`config.mk`:
```
export PLATFORM = sky130hd
export DESIGN_NAME = piece_scheduler
export DESIGN_NICKNAME = d
export VERILOG_FILES = /design/src/rtl/tetris_pkg.sv /design/src/rtl/bag_picker.sv /design/src/rtl/piece_scheduler.sv
export SDC_FILE = /design/constraint.sdc
export NUM_CORES = 1
export LEC_CHECK = 0
export ABC_AREA = 1
export CAP_MARGIN = 20
export CORE_MARGIN = 1.5
export CORE_UTILIZATION = 48
export DETAILED_ROUTE_END_ITERATION = 8
export PLACE_DENSITY = 0.69
export SYNTH_ARGS = -nofsm -noshare
export SYNTH_HDL_FRONTEND = slang
export SYNTH_SLANG_ARGS = --single-unit
```
`constraint.sdc`:
```
create_clock -name clk -period 3.85 [get_ports clk]
set_clock_uncertainty 0.15 [all_clocks]
set_input_delay 0.77 -clock clk [delete_from_list [all_inputs] [get_ports clk]]
set_output_delay 0.77 -clock clk [all_outputs]
set_load 0.01 [all_outputs]
```
`src/rtl/tetris_pkg.sv`:
```
// Shared types and constants for the Tetris piece generation path.
package tetris_pkg;

   typedef enum logic [2:0] {
      I = 3'd0,
      O = 3'd1,
      T = 3'd2,
      S = 3'd3,
      Z = 3'd4,
      J = 3'd5,
      L = 3'd6
   } shape_t;

   typedef logic [1:0] rot_t;

   typedef struct packed {
      shape_t shape;
      rot_t   rot;
   } piece_t;

   typedef enum logic [1:0] {
      ST_IDLE,
      ST_FILL,
      ST_READY
   } sched_state_t;

   localparam int unsigned NUM_SHAPES = 7;
   localparam logic [15:0] LFSR_TAPS  = 16'hB400;

   // (a + b) mod 7 for small operands (a, b <= 7)
   function automatic logic [2:0] mod7_add(input logic [2:0] a, input logic [2:0] b);
      logic [3:0] sum;
      sum = {1'b0, a} + {1'b0, b};
      if (sum >= 4'd7) sum = sum - 4'd7;
      if (sum >= 4'd7) sum = sum - 4'd7;
      return sum[2:0];
   endfunction

endpackage

```
`src/rtl/bag_picker.sv`:
```
// Combinational 7-bag draw: picks the first unused shape at or after the
// start index (wrapping mod 7) and returns the updated bag mask, which
// empties itself once the last shape of the bag is taken.
module bag_picker
   import tetris_pkg::*;
(
   input  logic [NUM_SHAPES-1:0] i_bag_used,
   input  logic [2:0]            i_s0,
   output shape_t                o_shape,
   output logic [NUM_SHAPES-1:0] o_bag_used_nxt
);

   logic                  w_found;
   logic [2:0]            w_idx;
   logic [NUM_SHAPES-1:0] w_set;

   // scan from i_s0 upward for the first shape still in the bag
   always_comb begin
      w_found = 1'b0;
      w_idx   = '0;
      for (int unsigned k = 0; k < NUM_SHAPES; k++) begin
         if (!w_found && !i_bag_used[mod7_add(i_s0, 3'(k))]) begin
            w_found = 1'b1;
            w_idx   = mod7_add(i_s0, 3'(k));
         end
      end
   end

   // mark the pick; a full bag wraps straight back to empty
   always_comb begin
      w_set          = i_bag_used | (NUM_SHAPES'(1) << w_idx);
      o_bag_used_nxt = (&w_set) ? '0 : w_set;
      o_shape        = shape_t'(w_idx);
   end

endmodule

```
`src/rtl/piece_scheduler.sv`:
```
// Piece order generator: free-running LFSR feeding a 7-bag picker, with a
// head + DEPTH preview queue handed out one piece per next_req.
module piece_scheduler
   import tetris_pkg::*;
#(
   parameter int unsigned DEPTH = 3,
   parameter logic [15:0] SEED  = 16'hACE1
)(
   input  logic               clk,
   input  logic               reset,
   input  logic               start,
   input  logic               next_req,
   output logic               piece_valid,
   output logic [2:0]         piece_shape,
   output logic [1:0]         piece_rot,
   output logic [3*DEPTH-1:0] preview_shape,
   output logic [2:0]         bag_left
);

   sched_state_t          r_state;
   sched_state_t          w_state_nxt;
   logic [15:0]           r_lfsr;
   logic [2:0]            r_count;
   logic [NUM_SHAPES-1:0] r_bag_used;
   piece_t                r_queue [DEPTH+1];

   logic                  w_clear;
   logic                  w_append;
   logic                  w_pop;
   logic [2:0]            w_s0;
   shape_t                w_pick_shape;
   logic [NUM_SHAPES-1:0] w_bag_nxt;
   piece_t                w_new;

   assign w_s0  = (r_lfsr[2:0] == 3'd7) ? 3'd0 : r_lfsr[2:0];
   assign w_new = '{shape: w_pick_shape, rot: r_lfsr[4:3]};

   bag_picker u_bag_picker (
      .i_bag_used     (r_bag_used),
      .i_s0           (w_s0),
      .o_shape        (w_pick_shape),
      .o_bag_used_nxt (w_bag_nxt)
   );

   // LFSR advances every cycle regardless of state; only reset reseeds it
   always_ff @(posedge clk or posedge reset) begin
      if (reset) r_lfsr <= SEED;
      else       r_lfsr <= {1'b0, r_lfsr[15:1]} ^ (r_lfsr[0] ? LFSR_TAPS : 16'h0000);
   end

   // state register
   always_ff @(posedge clk or posedge reset) begin
      if (reset) r_state <= ST_IDLE;
      else       r_state <= w_state_nxt;
   end

   // next state and per-cycle queue actions; start overrides everything
   always_comb begin
      w_state_nxt = r_state;
      w_clear     = 1'b0;
      w_append    = 1'b0;
      w_pop       = 1'b0;
      if (start) begin
         w_clear     = 1'b1;
         w_state_nxt = ST_FILL;
      end else begin
         case (r_state)
            ST_FILL: begin
               w_append = 1'b1;
               if (r_count == 3'(DEPTH)) w_state_nxt = ST_READY;
            end
            ST_READY: w_pop = next_req;
            default:  w_state_nxt = ST_IDLE;
         endcase
      end
   end

   // queue, fill count and bag mask
   always_ff @(posedge clk or posedge reset) begin
      if (reset) begin
         for (int unsigned i = 0; i <= DEPTH; i++) r_queue[i] <= '0;
         r_count    <= '0;
         r_bag_used <= '0;
      end else if (w_clear) begin
         for (int unsigned i = 0; i <= DEPTH; i++) r_queue[i] <= '0;
         r_count    <= '0;
         r_bag_used <= '0;
      end else if (w_append) begin
         for (int unsigned i = 0; i <= DEPTH; i++) begin
            if (r_count == 3'(i)) r_queue[i] <= w_new;
         end
         r_count    <= r_count + 3'd1;
         r_bag_used <= w_bag_nxt;
      end else if (w_pop) begin
         for (int unsigned i = 0; i < DEPTH; i++) r_queue[i] <= r_queue[i+1];
         r_queue[DEPTH] <= w_new;
         r_bag_used     <= w_bag_nxt;
      end
   end

   // output mapping straight from registered state
   always_comb begin
      piece_valid   = (r_state == ST_READY);
      piece_shape   = r_queue[0].shape;
      piece_rot     = r_queue[0].rot;
      bag_left      = 3'(NUM_SHAPES) - 3'($countones(r_bag_used));
      preview_shape = '0;
      for (int unsigned k = 0; k < DEPTH; k++) begin
         preview_shape[3*k +: 3] = r_queue[k+1].shape;
      end
   end

endmodule

```
==> results of run 1 <==
==> repair_timing <==
action | CTS | global route
gates resized for setup | 43 | 82
hold endpoints to repair | 0 | 0
setup buffers | 13 | 7
pin swaps | 34 | 47
endpoints found under the setup margin | 19 | 19
==> layout by cell type, fill, tap and decap left out, types with 5 or more instances in the layout <==
| cell | count |
|---|---|
| a21oi_1 | 13 |
| a31oi_1 | 5 |
| buf_4 | 105 |
| clkbuf_8 | 5 |
| clkdlybuf4s50_1 | 19 |
| dfrtp_1 | 39 |
| dfstp_2 | 8 |
| ha_1 | 15 |
| ha_4 | 5 |
| inv_1 | 66 |
| inv_2 | 19 |
| nand2_1 | 173 |
| nand2_2 | 44 |
| nand2_4 | 16 |
| nand3_1 | 58 |
| nand3_2 | 27 |
| nand3_4 | 5 |
| nand4_1 | 6 |
| nor2_1 | 27 |
| nor2_4 | 13 |
| o2111ai_1 | 5 |
| o211ai_1 | 7 |
| o21ai_0 | 20 |
| o21ai_2 | 10 |
| xor2_1 | 5 |
==> cells by family (layout without fill, tap and decap cells) <==
group / count (synthesis) / in the layout / share of synthesized area [%]
xor+xnor: 7 / 7 / 2.28
simple gates: 381 / 381 / 41.0
compound gates: 73 / 73 / 10.1
buf+inv: 108 / 226 / 10.7
fa+ha+maj: 26 / 26 / 8.01
flops: 48 / 48 / 27.9
==> critical path, delay by kind of cell (launching register included) <==
kind / cells / cell delay [ns]
compound gates: 1 / 0.14
fa+ha+maj: 3 / 0.54
buf+inv: 3 / 0.30
flops: 1 / 0.57
simple gates: 25 / 2.25
==> through the flow <==
step	cell area (um2)	setup slack, ns	instances
global route	6000	-0.478	869
detailed placement	5310	-0.333	841
floorplan	4430	-0.0446	643
finish	6000	-0.210	869
global placement	5310	-0.181	841
CTS	5610	-0.182	861
==> how the worst min path moves through the flow <==
| stage | startpoint | end | slack (ns) | depth (start not counted) |
|---|---|---|---|---|
| floorplan | r_lfsr[9]$_DFF_PP0_ | r_lfsr[8]$_DFF_PP0_ | 0.18 | 0 |
| global placement | r_lfsr[9]$_DFF_PP0_ | r_lfsr[8]$_DFF_PP0_ | 0.19 | 0 |
| detailed placement | r_lfsr[7]$_DFF_PP1_ | r_lfsr[6]$_DFF_PP1_ | 0.20 | 0 |
| CTS | r_lfsr[7]$_DFF_PP1_ | r_lfsr[6]$_DFF_PP1_ | 0.21 | 0 |
| global route | r_lfsr[7]$_DFF_PP1_ | r_lfsr[6]$_DFF_PP1_ | 0.22 | 0 |
| finish | r_lfsr[7]$_DFF_PP1_ | r_lfsr[6]$_DFF_PP1_ | 0.21 | 0 |
==> cell type report <==
| type | instances | area [um2] |
|---|---|---|
| inverters | 90 | 348 |
| multi-input cells | 487 | 3200 |
| repair buffers | 128 | 1030 |
| flip-flops and latches | 48 | 1210 |
| clock inverters | 1 | 5.00 |
| well taps | 108 | 135 |
| fillers | 715 | 2720 |
| clock buffers | 7 | 76.3 |
==> per-layer routing <==
layer | up-vias | part of all wire [%]
li1 | 2314 | -
met1 | 2153 | 43
met2 | 100 | 50
met3 | 23 | 5.3
met4 | 0 | 1.9
met5 | - | 0
==> power by group <==
group / total [uW] / internal [uW] / leakage, uW / switching (uW)
Sequential: 583 / 546 / 0.000622 / 37.1
Clock: 288 / 128 / 0.0000422 / 161
Combinational: 559 / 236 / 0.00242 / 323
==> registers in the layout (all words and copies together), names as in the netlist <==
signal	cells
r_lfsr	16
piece_shape	3
r_state	2
r_bag_used	7
r_queue	6
piece_rot	2
preview_shape	9
r_count	3
==> results.py, run 1 <==
metrics = {
    "clocking": {
        "cts_root_buf": "clkbuf_8",
        "tritoncts": "built",
        "cts-buffers-inserted": 5,
        "clk_latency_ns": 0.30,
        "clk_pin_slew_ns": 0.09,
        "h-tree-depth": 2,
        "clock_sink_count": 48,
        "cts_buffer_depth": 2,
        "cts_hold_buf": 0,
    },
    "worst_setup_path": {
        "crit_fanout": 8,
        "critPathArrivalTime_ns": 4.11,
        "critical_path_class": "reg -> reg",
        "crit_required_ns": 3.90,
        "r2r-start": "r_lfsr[0]$_DFF_PP1_",
        "r2r_end": "r_bag_used[2]$_DFFE_PP0P_",
        "r2r_slack_ns": -0.21,
        "critPathLaunchType": "flip-flop",
        "cpMaxStageDelayCell": "dfstp_2",
        "slowest_delay_ns": 0.57,
        "endpoint": "r_bag_used[2]$_DFFE_PP0P_",
        "reg2reg_depth": 32,
        "cpMostUsedCell": "nand2_1",
        "end_kind": "flip-flop",
        "cp-startpoint": "r_lfsr[0]$_DFF_PP1_",
    },
    "yosys": {
        "synthTopCellsByCount": "nand2_1, nand3_1, inv_1",
        "syn_inst": 643,
        "synth_cell_types": 35,
        "synthesis.nets": 673,
        "syn_area_mm2": 0.00434,
        "yosysMostFrequentCell": "nand2_1",
        "synth.area.top_cells": "dfrtp_1, nand2_1, nand3_1, ha_1, inv_1",
        "ys_warn_count": 0,
        "synth_top_area_share_pct": 23.1,
        "syn_area_per_cell_um2": 6.75,
        "yosysSeqAreaShare_pct": 27.9,
        "synth_flop_cell": "dfrtp_1",
        "synth-seq-cells": 48,
        "synth-edff-count": 0,
        "post-synth-top-area-cell": "dfrtp_1",
        "async_flop_share_pct": 100,
    },
    "route": {
        "vias": 4590,
        "dr.pass1.iters": 4,
        "wl_um": 12500,
        "ant_nets": 0,
        "vias_per_cell": 5.28,
        "post_drt_wl_per_cell_um": 14.4,
        "drc": 0,
        "dr.first_iter.drc_count": 292,
    },
    "global_routing": {
        "met3_usage_pct": 3.65,
        "grt_pass1_vias": 4496,
        "busiest_layer": "met2",
        "grtUsageTotal_pct": 25.8,
        "antenna_found_initial": 0,
        "grt_max_degree": 49,
        "grt_pass1_wl_um": 20500,
        "grt_use_met1_pct": 33.5,
        "gr-total-overflow": 0,
        "grt_util_met2_pct": 44.1,
    },
    "timing": {
        "finalCritPeriodShare_pct": 105,
        "setup_viol": 16,
        "period_minus_slack_ns": 4.06,
        "fin_ws_ns": -0.210,
        "rsz0062_at_grt": "yes",
        "timing.fmax_mhz": 246,
        "hold_ws_ns": 0.210,
        "slew_violations": 0,
        "slew-limit-headroom_pct": 59.1,
        "fin_setup_tns_ns": -2.17,
        "hold_viol": 0,
        "worst_slew_pin_slew_ns": 0.608,
    },
    "run_status": {
        "violations": "negative setup slack",
        "status": "finished with violations",
    },
    "final_layout": {
        "fin_nets": 790,
        "diodes": 0,
        "utilization_pct": 68.8,
        "drive_above_1_share_pct": 37.5,
        "synthToLayoutAreaGrowth_pct": 38.2,
    },
    "run": {
        "maxCapViolCount": 0,
    },
    "placement": {
        "place_hpwl_um": 9200,
        "portBuffers": 21,
        "gp_routability_congestion": 0.961,
    },
    "pwr": {
        "leakage_uw": 0.00308,
        "power_uw": 1430,
        "power_density_mw_per_mm2": 239,
        "ir_drop_mv": 0.187,
    },
    "hold_path": {
        "hold_path_class": "reg -> reg",
    },
    "die": {
        "ios": 22,
        "core_mm2": 0.00872,
        "dieArea_mm2": 0.00962,
        "fp-row-count": 34,
        "start_util_pct": 49.8,
        "die_h_um": 98.1,
        "die_x_um": 98.1,
    },
}
Note: power is estimated with default switching activity, not from simulation.
==> run 2: changes to the inputs <==
--- a/config.mk
+++ b/config.mk
@@ -10,7 +10,8 @@
 export CORE_MARGIN = 1.5
 export CORE_UTILIZATION = 48
 export DETAILED_ROUTE_END_ITERATION = 8
-export PLACE_DENSITY = 0.69
+export DONT_BUFFER_PORTS = 1
+export PLACE_DENSITY = 0.65
 export SYNTH_ARGS = -nofsm -noshare
 export SYNTH_HDL_FRONTEND = slang
 export SYNTH_SLANG_ARGS = --single-unit
==> run 2 against run 1 <==
  * The flow still finishes with violations (negative setup slack)
  * Utilization fell by 1.1 points
  * Highest routed layer unchanged
  * Sequential power rose by 3%
  * Critical endpoint is now r_bag_used[1]$_DFFE_PP0P_
  * Global-route usage fell by 0.53 points
  * Clock-buffer cell count fell by 1
  * Sequential share of layout area rose by 0.33 points
  * Critical path depth did not move
  * Critical path type unchanged
  * Final area fell by 1.6%
  * Worst setup slack got worse by 0.19 ns
  * Wire length rose by 0.33%
==> results.py, run 2 (synthesized netlist as in run 1, its figures left out) <==
metrics = {
    "worst_setup_path": {
        "r2r_slack_ns": -0.40,
        "cpMaxStageDelayCell": "dfstp_2",
        "crit_fanout": 8,
        "critPathLaunchType": "flip-flop",
        "slowest_delay_ns": 0.57,
        "critPathArrivalTime_ns": 4.29,
        "cp-startpoint": "r_lfsr[0]$_DFF_PP1_",
        "r2r-start": "r_lfsr[0]$_DFF_PP1_",
        "cpMostUsedCell": "nand2_2",
        "r2r_end": "r_bag_used[1]$_DFFE_PP0P_",
        "end_kind": "flip-flop",
        "crit_required_ns": 3.89,
        "critical_path_class": "reg -> reg",
        "reg2reg_depth": 32,
        "endpoint": "r_bag_used[1]$_DFFE_PP0P_",
    },
    "pwr": {
        "clkPwrFrac_pct": 25.4,
        "ir_drop_mv": 0.184,
        "seq_power_share_pct": 43.2,
        "power_uw": 1390,
        "power_density_mw_per_mm2": 236,
        "p_sw_uw": 496,
        "combPwrFrac_pct": 31.4,
        "leakage_uw": 0.00308,
        "switching_share_pct": 35.6,
        "internal_power_uw": 897,
    },
    "clocking": {
        "clock_sink_count": 48,
        "cts_buffer_depth": 2,
        "cts_root_buf": "clkbuf_8",
        "clk_latency_ns": 0.30,
        "h-tree-depth": 2,
        "tritoncts": "built",
        "clk_pin_slew_ns": 0.08,
        "cts_hold_buf": 0,
        "cts-buffers-inserted": 5,
    },
    "global_routing": {
        "grt_pass1_wl_um": 20000,
        "met3_usage_pct": 3.65,
        "busiest_layer": "met2",
        "grt_max_degree": 49,
        "grt_pass1_vias": 4281,
        "grtUsageTotal_pct": 25.3,
        "gr-total-overflow": 0,
        "antenna_found_initial": 0,
        "grt_util_met2_pct": 40.7,
        "grt_use_met1_pct": 35.2,
    },
    "timing": {
        "slew-limit-headroom_pct": 58.3,
        "slew_violations": 0,
        "rsz0062_at_grt": "yes",
        "worst_slew_pin_slew_ns": 0.623,
        "setup_viol": 18,
        "timing.fmax_mhz": 235,
        "hold_viol": 0,
        "finalCritPeriodShare_pct": 110,
        "period_minus_slack_ns": 4.25,
        "fin_ws_ns": -0.403,
    },
    "die": {
        "ios": 22,
        "die_x_um": 98.1,
        "core_mm2": 0.00872,
        "dieArea_mm2": 0.00962,
        "die_h_um": 98.1,
        "start_util_pct": 49.8,
        "fp-row-count": 34,
    },
    "final_layout": {
        "fin_nets": 777,
        "largest_register_ffs": 16,
        "regMostFlops": "r_lfsr",
        "drive_above_1_share_pct": 37.0,
        "diodes": 0,
        "layout_common_cells": "nand2_1, buf_4, inv_1",
        "layout_commonest_cell": "nand2_1",
        "fin_area_mm2": 0.00590,
        "synthToLayoutAreaGrowth_pct": 36.0,
        "utilization_pct": 67.7,
        "n_fill_cell": 723,
    },
    "route": {
        "dr.pass1.iters": 5,
        "wl_um": 12500,
        "vias": 4532,
        "vias_per_cell": 5.29,
        "ant_nets": 0,
        "drc": 0,
        "dr.first_iter.drc_count": 239,
        "post_drt_wl_per_cell_um": 14.7,
    },
    "placement": {
        "gp_routability_congestion": 0.931,
        "place_hpwl_um": 8890,
        "portBuffers": 0,
        "place_ws_ns": -0.406,
        "postPlaceCellArea_mm2": 0.00507,
    },
    "run_status": {
        "status": "finished with violations",
        "violations": "negative setup slack",
    },
    "run": {
        "maxCapViolCount": 0,
    },
    "hold_path": {
        "hold_path_class": "in -> async",
    },
}
[run 2: cell types whose count changed in the layout (fill, tap and decap cells not counted), sizes merged]
cell | previous run | this run
buf | 107 | 115
bufinv | 0 | 1
clkbuf | 7 | 6
dlygate4sd2 | 2 | 0
clkdlybuf4s50 | 19 | 0
[run 2: per-layer routing]
| layer | wire length [um] | up-vias |
|---|---|---|
| met1 | 5580 | 2079 |
| met5 | 0 | - |
| met4 | 343 | 0 |
| met2 | 5920 | 146 |
| li1 | - | 2276 |
| met3 | 708 | 31 |
[run 2: through the flow]
step / hold WS [ns] / std cells / TNS (ns)
finish: 0.114 / 856 / -5.30
global route: 0.115 / 856 / -9.06
CTS: 0.211 / 843 / -2.76
detailed placement: 0.188 / 817 / -4.03
global placement: 0.190 / 817 / -2.54
floorplan: 0.181 / 643 / -0.312
[run 2: timing repair]
item | CTS | global route
resized for setup | 49 | 69
setup buffers | 20 | 12
setup endpoints to repair | 18 | 19
hold endpoints to repair | 0 | 0
pin swaps | 55 | 64
[run 2: how the worst min path moves through the flow]
stage                                    from              endpoint  slack (ns)
after floorplan           r_lfsr[9]$_DFF_PP0_   r_lfsr[8]$_DFF_PP0_        0.18
after global placement    r_lfsr[9]$_DFF_PP0_   r_lfsr[8]$_DFF_PP0_        0.19
after detailed placement  r_lfsr[8]$_DFF_PP0_   r_lfsr[7]$_DFF_PP1_        0.19
after CTS                 r_lfsr[6]$_DFF_PP1_   r_lfsr[5]$_DFF_PP1_        0.21
after global routing                    reset  r_lfsr[14]$_DFF_PP0_        0.11
final                                   reset  r_lfsr[14]$_DFF_PP0_        0.11
[run 2: area by class of cell]
| type | count | area [um2] | share of cell area (%) |
|---|---|---|---|
| repair buffers | 115 | 902 | 15.3 |
| flip-flops and latches | 48 | 1210 | 20.5 |
| inverters | 90 | 343 | 5.81 |
| well taps | 108 | 135 | 2.29 |
| multi-input cells | 487 | 3200 | 54.3 |
| clock buffers | 6 | 72.6 | 1.23 |
| clock inverters | 2 | 35.0 | 0.594 |
[run 2: critical path, delay by kind of cell, from the launching register on]
kind | cells | cell delay, ns
AO/OA/AOI/OAI | 2 | 0.28
adder cells (fa/ha/maj) | 3 | 0.58
buffers and inverters | 3 | 0.26
flip-flops | 1 | 0.57
AND/OR/NAND/NOR | 24 | 2.31
[run 2: power groups by stage]
stage	Sequential [uW]	Clock (uW)	Combinational [uW]
floorplan	582	0	294
global placement	609	0	349
detailed placement	611	0	361
CTS	602	364	402
global route	608	383	488
finish	602	354	437
==> run 3: changes to the inputs <==
--- a/config.mk
+++ b/config.mk
@@ -7,11 +7,13 @@
 export LEC_CHECK = 0
 export ABC_AREA = 1
 export CAP_MARGIN = 20
+export CELL_PAD_IN_SITES_DETAIL_PLACEMENT = 0
+export CELL_PAD_IN_SITES_GLOBAL_PLACEMENT = 1
 export CORE_MARGIN = 1.5
-export CORE_UTILIZATION = 48
+export CORE_UTILIZATION = 42
 export DETAILED_ROUTE_END_ITERATION = 8
 export DONT_BUFFER_PORTS = 1
-export PLACE_DENSITY = 0.65
+export PLACE_DENSITY_LB_ADDON = 0.1
 export SYNTH_ARGS = -nofsm -noshare
 export SYNTH_HDL_FRONTEND = slang
 export SYNTH_SLANG_ARGS = --single-unit
==> run 3 against run 2 <==
  * The flow still finishes with violations (negative setup slack)
  * Combinational power rose by 2%
  * Non-clock buffer count fell by 2
  * Sequential share of layout area rose by 0.53 points
  * Register-to-register slack improved by 0.15 ns
  * Utilization fell by 9.6 points
  * Final area fell by 2.5%
  * Via count fell by 2.5%
  * Global-route usage fell by 2.2 points
  * Die area rose by 14%
  * Power rose by 2.3%
  * Flip-flop and latch count did not move
  * Wire length fell by 1.5%
  * Critical path type unchanged
  * Largest cell class unchanged
==> results.py, run 3 (synthesized netlist as in run 1, its figures left out) <==
metrics = {
    "pwr": {
        "combPwrFrac_pct": 31.4,
        "clkPwrFrac_pct": 26.9,
        "seq_power_share_pct": 41.7,
        "p_sw_uw": 504,
        "power_density_mw_per_mm2": 248,
        "switching_share_pct": 35.4,
        "internal_power_uw": 921,
        "power_uw": 1430,
        "leakage_uw": 0.00299,
        "ir_drop_mv": 0.217,
    },
    "clocking": {
        "cts_buffer_depth": 2,
        "cts_hold_buf": 0,
        "clk_latency_ns": 0.30,
        "h-tree-depth": 2,
        "cts-buffers-inserted": 5,
        "clk_pin_slew_ns": 0.09,
        "tritoncts": "built",
        "cts_root_buf": "clkbuf_8",
        "clock_sink_count": 48,
    },
    "timing": {
        "finalCritPeriodShare_pct": 107,
        "slew_violations": 0,
        "rsz0062_at_grt": "yes",
        "setup_viol": 13,
        "fin_setup_tns_ns": -2.14,
        "period_minus_slack_ns": 4.10,
        "hold_viol": 0,
        "worst_slew_pin_slew_ns": 0.599,
        "timing.fmax_mhz": 244,
        "fin_ws_ns": -0.253,
        "slew-limit-headroom_pct": 59.9,
    },
    "global_routing": {
        "grt_max_degree": 49,
        "grtUsageTotal_pct": 23.1,
        "grt_pass1_vias": 4122,
        "gr-total-overflow": 0,
        "grt_pass1_wl_um": 20300,
        "antenna_found_initial": 0,
    },
    "worst_setup_path": {
        "r2r_slack_ns": -0.25,
        "end_kind": "flip-flop",
        "endpoint": "r_bag_used[4]$_DFFE_PP0P_",
        "critical_path_class": "reg -> reg",
        "cpMaxStageDelayCell": "dfstp_2",
        "cp-startpoint": "r_lfsr[0]$_DFF_PP1_",
        "crit_required_ns": 3.90,
        "critPathLaunchType": "flip-flop",
        "slowest_delay_ns": 0.57,
        "r2r-start": "r_lfsr[0]$_DFF_PP1_",
        "crit_fanout": 7,
        "reg2reg_depth": 32,
        "r2r_end": "r_bag_used[4]$_DFFE_PP0P_",
        "critPathArrivalTime_ns": 4.15,
    },
    "hold_path": {
        "hold_path_class": "in -> async",
    },
    "final_layout": {
        "synthToLayoutAreaGrowth_pct": 32.5,
        "layout_commonest_cell": "nand2_1",
        "largest_register_ffs": 16,
        "final_cells": 879,
        "fin_nets": 775,
        "drive_above_1_share_pct": 35.4,
        "regMostFlops": "r_lfsr",
        "diodes": 0,
        "layout_common_cells": "nand2_1, buf_4, inv_1",
        "utilization_pct": 58.1,
    },
    "die": {
        "fp-row-count": 36,
        "die_h_um": 105,
        "start_util_pct": 43.8,
        "core_mm2": 0.00991,
        "ios": 22,
        "dieArea_mm2": 0.0110,
        "die_x_um": 105,
    },
    "route": {
        "vias": 4420,
        "drc": 0,
        "wl_um": 12400,
        "post_drt_wl_per_cell_um": 14.1,
        "dr.pass1.iters": 5,
        "dr.first_iter.drc_count": 317,
        "vias_per_cell": 5.03,
        "ant_nets": 0,
    },
    "run_status": {
        "status": "finished with violations",
        "violations": "negative setup slack",
    },
    "placement": {
        "portBuffers": 0,
        "place_inst": 850,
        "gp_routability_congestion": 0.897,
        "place_hpwl_um": 9470,
    },
    "run": {
        "maxCapViolCount": 0,
    },
}
[run 3: area by class of cell]
class / count / area, um2
Inverter: 90 / 344
Sequential cell: 48 / 1210
Timing Repair Buffer: 113 / 872
Fill cell: 920 / 4160
Tap cell: 133 / 166
Multi-Input combinational cell: 487 / 3040
Clock inverter: 2 / 38.8
Clock buffer: 6 / 82.6
[run 3: routing by layer]
metal / wire, um / vias to the layer above / share of wire, % / global-route usage, %
met4: 191 / 0 / 1.5 / 6.26
li1: - / 2267 / - / -
met3: 539 / 12 / 4.4 / 3.62
met2: 5670 / 92 / 46 / 36.9
met5: 0 / - / 0 / 0
met1: 5960 / 2049 / 48 / 32.3
[run 3: how the worst min path moves through the flow]
stage | from | endpoint | slack (ns) | cells after the start
4_1_cts | r_lfsr[12]$_DFF_PP0_ | r_lfsr[11]$_DFF_PP1_ | 0.21 | 0
6_report | reset | r_lfsr[8]$_DFF_PP0_ | 0.13 | 1
3_5_place_dp | r_lfsr[8]$_DFF_PP0_ | r_lfsr[7]$_DFF_PP1_ | 0.19 | 0
3_3_place_gp | r_lfsr[12]$_DFF_PP0_ | r_lfsr[11]$_DFF_PP1_ | 0.19 | 0
5_1_grt | reset | r_lfsr[8]$_DFF_PP0_ | 0.13 | 1
2_1_floorplan | r_lfsr[9]$_DFF_PP0_ | r_lfsr[8]$_DFF_PP0_ | 0.18 | 0
[run 3: critical path: cells and delay by family (launching register included)]
| kind | cells | cell delay (ns) |
|---|---|---|
| AND/OR/NAND/NOR | 23 | 2.11 |
| buffers and inverters | 7 | 0.74 |
| flip-flops | 1 | 0.57 |
| adder cells (fa/ha/maj) | 2 | 0.40 |
[run 3: per-stage QoR]
step / cell area (um2) / worst slack [ns] / hold WS [ns]
2_1_floorplan: 4430 / -0.0446 / 0.181
3_3_place_gp: 5160 / -0.308 / 0.186
3_5_place_dp: 5160 / -0.394 / 0.188
4_1_cts: 5500 / -0.236 / 0.207
5_1_grt: 5750 / -0.589 / 0.134
6_report: 5750 / -0.253 / 0.132
[run 3: power by group through the flow]
stage               registers, uW  clock network, uW  logic [uW]
finish                        595                383         447
global route                  602                413         502
CTS                           595                393         419
detailed placement            605                  0         388
global placement              603                  0         384
floorplan                     582                  0         294
[run 3: timing repair]
action / in CTS / in global routing
gates resized for setup: 34 / 49
pin swaps: 25 / 38
endpoints found under the setup margin: 18 / 20
setup buffers: 14 / 7
